<file path="config.mk">
export PLATFORM = sky130hd
export DESIGN_NAME = bbox_sample_sched
export DESIGN_NICKNAME = d
export VERILOG_FILES = /design/src/rtl/bbox_sample_sched.sv
export SDC_FILE = /design/constraint.sdc
export NUM_CORES = 1
export LEC_CHECK = 0
export ABC_AREA = 1
export CORE_AREA = 2 2 282 284
export CTS_CLUSTER_SIZE = 25
export DETAILED_ROUTE_END_ITERATION = 8
export DIE_AREA = 0 0 284 286
export MAX_ROUTING_LAYER = met4
export SYNTH_ARGS = -nofsm -noshare
export SYNTH_HDL_FRONTEND = slang
export SYNTH_SLANG_ARGS = --single-unit
export TNS_END_PERCENT = 10
</file>
<file path="constraint.sdc">
create_clock -name clk -period 4.5 [get_ports clk]
set_input_delay 0.9 -clock clk [delete_from_list [all_inputs] [get_ports clk]]
set_output_delay 0.9 -clock clk [all_outputs]
set_load 0.02 [all_outputs]
</file>
<file path="src/rtl/bbox_sample_sched.sv">
// Per-triangle sample scheduler: latches a triangle and its bounding box, then walks
// the box in raster order at subsample pitch, one sample per unhalted cycle.
module bbox_sample_sched #(
  parameter int unsigned SIGFIG = 24,
  parameter int unsigned RADIX  = 10,
  parameter int unsigned VERTS  = 3,
  parameter int unsigned AXIS   = 3,
  parameter int unsigned COLORS = 3,
  parameter int unsigned SS_LG2 = 2
) (
  input  logic                                   clk,
  input  logic                                   rst,
  input  logic                                   halt_RnnnnH,
  input  logic                                   tri_in_valid_H,
  output logic                                   tri_in_ready_H,
  input  logic [VERTS-1:0][AXIS-1:0][SIGFIG-1:0] tri_in_S,
  input  logic [COLORS-1:0][SIGFIG-1:0]          color_in_U,
  input  logic [1:0][SIGFIG-1:0]                 box_ll_S,
  input  logic [1:0][SIGFIG-1:0]                 box_ur_S,
  output logic [VERTS-1:0][AXIS-1:0][SIGFIG-1:0] tri_R16S,
  output logic [COLORS-1:0][SIGFIG-1:0]          color_R16U,
  output logic [1:0][SIGFIG-1:0]                 sample_R16S,
  output logic                                   validSamp_R16H,
  output logic                                   busy_H
);

  localparam int unsigned STEP = 1 << (RADIX - SS_LG2);
  localparam int unsigned EW   = SIGFIG + 1;
  localparam logic [SIGFIG-1:0]    GRID_MASK = ~SIGFIG'(STEP - 1);
  localparam logic signed [EW-1:0] STEP_E    = EW'(STEP);

  typedef enum logic [0:0] {IDLE, WALK} state_t;

  state_t state_q, state_d;

  logic [VERTS-1:0][AXIS-1:0][SIGFIG-1:0] tri_q;
  logic [COLORS-1:0][SIGFIG-1:0]          color_q;
  logic [SIGFIG-1:0] sx_q, sy_q, sx_d, sy_d;
  logic [SIGFIG-1:0] llx_q, urx_q, ury_q;
  logic              valid_q, valid_d, busy_q;
  logic              load;

  logic signed [EW-1:0] nx, ny;
  logic              x_more, last, ready, accept, degen;
  logic [SIGFIG-1:0] in_llx, in_lly;

  // Widen by one bit so compares near the top of the signed range cannot wrap.
  function automatic logic signed [EW-1:0] sext(input logic [SIGFIG-1:0] v);
    return $signed({v[SIGFIG-1], v});
  endfunction

  assign nx     = sext(sx_q) + STEP_E;
  assign ny     = sext(sy_q) + STEP_E;
  assign x_more = nx <= sext(urx_q);
  assign last   = !x_more && (ny > sext(ury_q));
  assign ready  = rst && !halt_RnnnnH && ((state_q == IDLE) || ((state_q == WALK) && last));
  assign accept = tri_in_valid_H && ready;

  assign in_llx = box_ll_S[0] & GRID_MASK;
  assign in_lly = box_ll_S[1] & GRID_MASK;
  assign degen  = (sext(in_llx) > sext(box_ur_S[0])) || (sext(in_lly) > sext(box_ur_S[1]));

  // Next state and next sample position; accept takes priority over the final step.
  always_comb begin
    state_d = state_q;
    sx_d    = sx_q;
    sy_d    = sy_q;
    valid_d = valid_q;
    load    = 1'b0;
    if (!halt_RnnnnH) begin
      if (accept) begin
        load    = 1'b1;
        sx_d    = in_llx;
        sy_d    = in_lly;
        state_d = degen ? IDLE : WALK;
        valid_d = !degen;
      end else begin
        case (state_q)
          WALK: begin
            if (x_more) begin
              sx_d = SIGFIG'(nx);
            end else if (!last) begin
              sx_d = llx_q;
              sy_d = SIGFIG'(ny);
            end else begin
              state_d = IDLE;
              valid_d = 1'b0;
            end
          end
          default: valid_d = 1'b0;
        endcase
      end
    end
  end

  always_ff @(posedge clk or negedge rst) begin
    if (!rst) state_q <= IDLE;
    else      state_q <= state_d;
  end

  always_ff @(posedge clk or negedge rst) begin
    if (!rst) begin
      tri_q   <= '0;
      color_q <= '0;
      sx_q    <= '0;
      sy_q    <= '0;
      llx_q   <= '0;
      urx_q   <= '0;
      ury_q   <= '0;
      valid_q <= 1'b0;
      busy_q  <= 1'b0;
    end else begin
      sx_q    <= sx_d;
      sy_q    <= sy_d;
      valid_q <= valid_d;
      busy_q  <= (state_d == WALK);
      if (load) begin
        tri_q   <= tri_in_S;
        color_q <= color_in_U;
        llx_q   <= in_llx;
        urx_q   <= box_ur_S[0];
        ury_q   <= box_ur_S[1];
      end
    end
  end

  assign tri_in_ready_H = ready;
  assign tri_R16S       = tri_q;
  assign color_R16U     = color_q;
  assign sample_R16S    = {sy_q, sx_q};
  assign validSamp_R16H = valid_q;
  assign busy_H         = busy_q;

endmodule

</file>
==> impl_metrics.env, run 1 <==
export IMPL_outcome="finished clean"
export IMPL_numCtsBuffers=47
export IMPL_io_buffers=694
export IMPL_vias=16400
export IMPL_hpwlAfterDp_um=50000
export IMPL_muxShareOfSynthArea=0
export IMPL_synth_top_area_cell="dfrtp_1"
export IMPL_fin_ws_ns=0.0987
export IMPL_cp_buffers_inverters=3
export IMPL_async_reset_ff_frac=1.00
export IMPL_overflow=0
export IMPL_hold_viol=0
export IMPL_crit_path_frequent_cell="nand2_1"
export IMPL_synth_top_family_by_area="simple AND/OR/NAND/NOR gates"
export IMPL_combPwrFrac=0.489
export IMPL_slew_headroom=0.356
export IMPL_synth_fa_ha_area_frac=0.0477
export IMPL_first_pass_iters=5
export IMPL_htreeDepth=2
export IMPL_start_kind="register"
export IMPL_synth_common_cells="nand2_1, dfrtp_1, inv_1, o21ai_0, ha_1"
export IMPL_fin_cells=4023
export IMPL_cts_tree="yes"
export IMPL_synth_seq_cells=386
export IMPL_hold_buffers=0
export IMPL_io_pins=727
export IMPL_cp_startpoint="sy_q[9]"
export IMPL_ys_flop_type="dfrtp_1"
export IMPL_drv_cap=0
export IMPL_avgViaCountPerCell=4.07
export IMPL_synth_compound_area_share=0.0353
export IMPL_r2r_slack_ns=0.40
export IMPL_critical_path_class="reg -> out"
export IMPL_powerDensity_nw_per_um2=699
export IMPL_rsz0062_at_grt="yes"
export IMPL_yosysSeqAreaShare=0.541
export IMPL_max_slew_worst_pin_slew_ns=0.965
export IMPL_place_congestion=0.856
export IMPL_wl_per_cell_um=16.5
export IMPL_setup_viol=0
export IMPL_peakVddDrop_v=0.000476
export IMPL_crit_fanout=4
export IMPL_fmax_mhz=227
export IMPL_synthSimpleGateAreaFrac=0.291
export IMPL_drive_gt1_frac=0.0657
export IMPL_cts_sinks=386
export IMPL_power_internal_mw=11.6
export IMPL_power_mw=19.6
export IMPL_r2r_end="sy_q[18]"
export IMPL_yosys_top_cells_area="dfrtp_1, nand2_1, ha_1, inv_1, o21ai_0"
export IMPL_grt_pass1_wl_um=98600
export IMPL_path_clk_slew_ns=0.06
export IMPL_pwr_share_clk=0.203
export IMPL_rows=103
export IMPL_synth_top_cell_area_share=0.541
export IMPL_end_kind="output port"
export IMPL_critical_path_top_delay_family="simple AND/OR/NAND/NOR gates"
export IMPL_cp_slowest_cell="dfrtp_1"
export IMPL_crit_arrival_ns=3.50
export IMPL_worstPathCellList="ha_2 > nand2_2 > nor2_4 > nand3_2 > nor2_2 > nand4_1 > nor2_2 > buf_6 > a31oi_1 > nor2_1 > ha_1 > nand2_1 > nand2_1 > nand3_1 > nand2_1 > a21oi_2 > nand3_1 > nand2_1 > nand2_1 > nand2_1 > nand2_2 > nand2_2 > inv_2 > buf_6"
export IMPL_drtIter0Drc=835
export IMPL_grt_max_degree=157
export IMPL_synth_cell_types=30
export IMPL_grt_pass1_vias=16200
export IMPL_avgSynthCellArea_um2=8.09
export IMPL_regToRegStartpoint="sy_q[9]"
export IMPL_min_period_ns=4.40
export IMPL_p_switching_mw=7.98
export IMPL_synth_cells=2206
export IMPL_dp_cells=3919
export IMPL_synth_most_common_cell="nand2_1"
export IMPL_core_area_um2=78400
export IMPL_dpl_worst_slack_ns=0.111
export IMPL_ant_nets=0
export IMPL_insertion_delay_ns=0.58
export IMPL_min_path_type="in -> async"
export IMPL_die_h_um=286
export IMPL_crit_required_ns=3.60
export IMPL_routed_wl_um=66400
export IMPL_yosys_area_share_xor_xnor=0.0123
export IMPL_clockRootBuffer="clkbuf_16"
export IMPL_start_util=0.228
export IMPL_clock_path_buffers=3
export IMPL_netSwitchingFraction=0.408
export IMPL_syn_area_um2=17800
export IMPL_crit_path_max_incr_delay_ns=0.39
export IMPL_leakagePower_nw=13.9
export IMPL_seqPwrFrac=0.308
export IMPL_areaGrowthSynthToFinish_pct=56.9
export IMPL_slew_violations=0
export IMPL_fp_dieArea_um2=81200
export IMPL_synth_edf_count=0
export IMPL_ys_warn_count=0
export IMPL_fin_crit_sh=0.978
export IMPL_drc=0
export IMPL_die_x_um=284
export IMPL_nets=3387
export IMPL_antenna_found_initial=8
export IMPL_grt_usage=0.162
export IMPL_fin_worst_skew_ns=0.0194
export IMPL_reg2regPathDepth=28
[worst register-to-register path, delay by kind of cell (launching register included)]
kind | cells | cell delay, ns
simple gates | 20 | 2.15
fa+ha+maj | 2 | 0.49
flops | 1 | 0.39
compound gates | 3 | 0.32
buf+inv | 3 | 0.65
[cell usage in the layout (no fill, tap or decap), drive strengths merged, types with 16 or more instances in the layout]
master         instances
a21oi                 23
xor2                  20
conb                  16
o21ai                 91
nand3                 30
nand4                 26
ha                    68
clkdlybuf4s50        692
clkbuf                67
nand2               1223
dfrtp                386
buf                   81
nor2                  43
inv                  153
[cells by family (layout without fill, tap and decap cells)]
group	Yosys count	after routing
AOI/OAI and AO/OA	122	122
xor gates and xnor gates	25	25
adders and majority gates	68	68
buffers and inverters	265	1011
DFF	386	386
other	1	22
and+or+nand+nor	1339	1339
[repair_timing]
item / in CTS / in global routing
cloned: 0 / 0
setup endpoints to repair: 1 / 90
pin swaps: 5 / 17
buffers inserted: 6 / 8
endpoints found under the hold margin: 0 / 0
gates resized for setup: 25 / 18
[cell type report]
class | instances | area [µm²]
timing repair buffer | 773 | 7750
clock inverter | 18 | 211
sequential | 386 | 9660
tap | 1050 | 1310
fill | 8138 | 50400
antenna | 6 | 15.0
multi-input combinational | 1570 | 7060
inverter | 153 | 587
clock buffer | 67 | 1390
[stage by stage]
stage	hold slack, ns	area (µm²)	setup TNS (ns)	util
CTS	0.184	27800	0	0.355
global route	0.194	28000	-0.222	0.357
finish	0.189	28000	0	0.357
detailed placement	0.464	26100	0	0.333
floorplan	0.441	17900	0	-
global placement	0.458	26100	0	0.333
[routing by layer]
layer / share of wire / global-route usage / vias up
met5: 0 / - / -
met4: 0.025 / 0.0471 / 0
met3: 0.069 / 0.0417 / 93
met2: 0.48 / 0.261 / 515
met1: 0.43 / 0.201 / 7565
li1: - / - / 8190
[power by group through the flow]
stage,clock network (mW),logic (mW),registers (mW)
after global placement,0,9.45,6.01
final,3.97,9.57,6.02
after global routing,4.24,10.4,6.22
after floorplan,0,3.41,7.52
after detailed placement,0,9.52,6.02
after CTS,4.09,9.64,6.01
[worst max-delay path by stage]
stage / endpoint / depth (start not counted)
6_report: tri_in_ready_H / 24
5_1_grt: tri_in_ready_H / 24
4_1_cts: tri_in_ready_H / 22
3_5_place_dp: tri_in_ready_H / 24
3_3_place_gp: tri_in_ready_H / 21
2_1_floorplan: tri_in_ready_H / 25
[sequential cells by signal, indices dropped and copies added, names as in the netlist]
register        count
sx_q               16
color_R16U         72
sy_q               16
llx_q              16
ury_q              24
tri_R16S          216
busy_H              1
validSamp_R16H      1
urx_q              24
(Power assumes the default switching activity.)
==> inputs of run 2 (changes only) <==
--- a/config.mk
+++ b/config.mk
@@ -7,7 +7,6 @@
 export LEC_CHECK = 0
 export ABC_AREA = 1
 export CORE_AREA = 2 2 282 284
-export CTS_CLUSTER_SIZE = 25
 export DETAILED_ROUTE_END_ITERATION = 8
 export DIE_AREA = 0 0 284 286
 export MAX_ROUTING_LAYER = met4
==> results of run 2 <==
No change in the layout: final DEF, timing and power equal those of run 1.
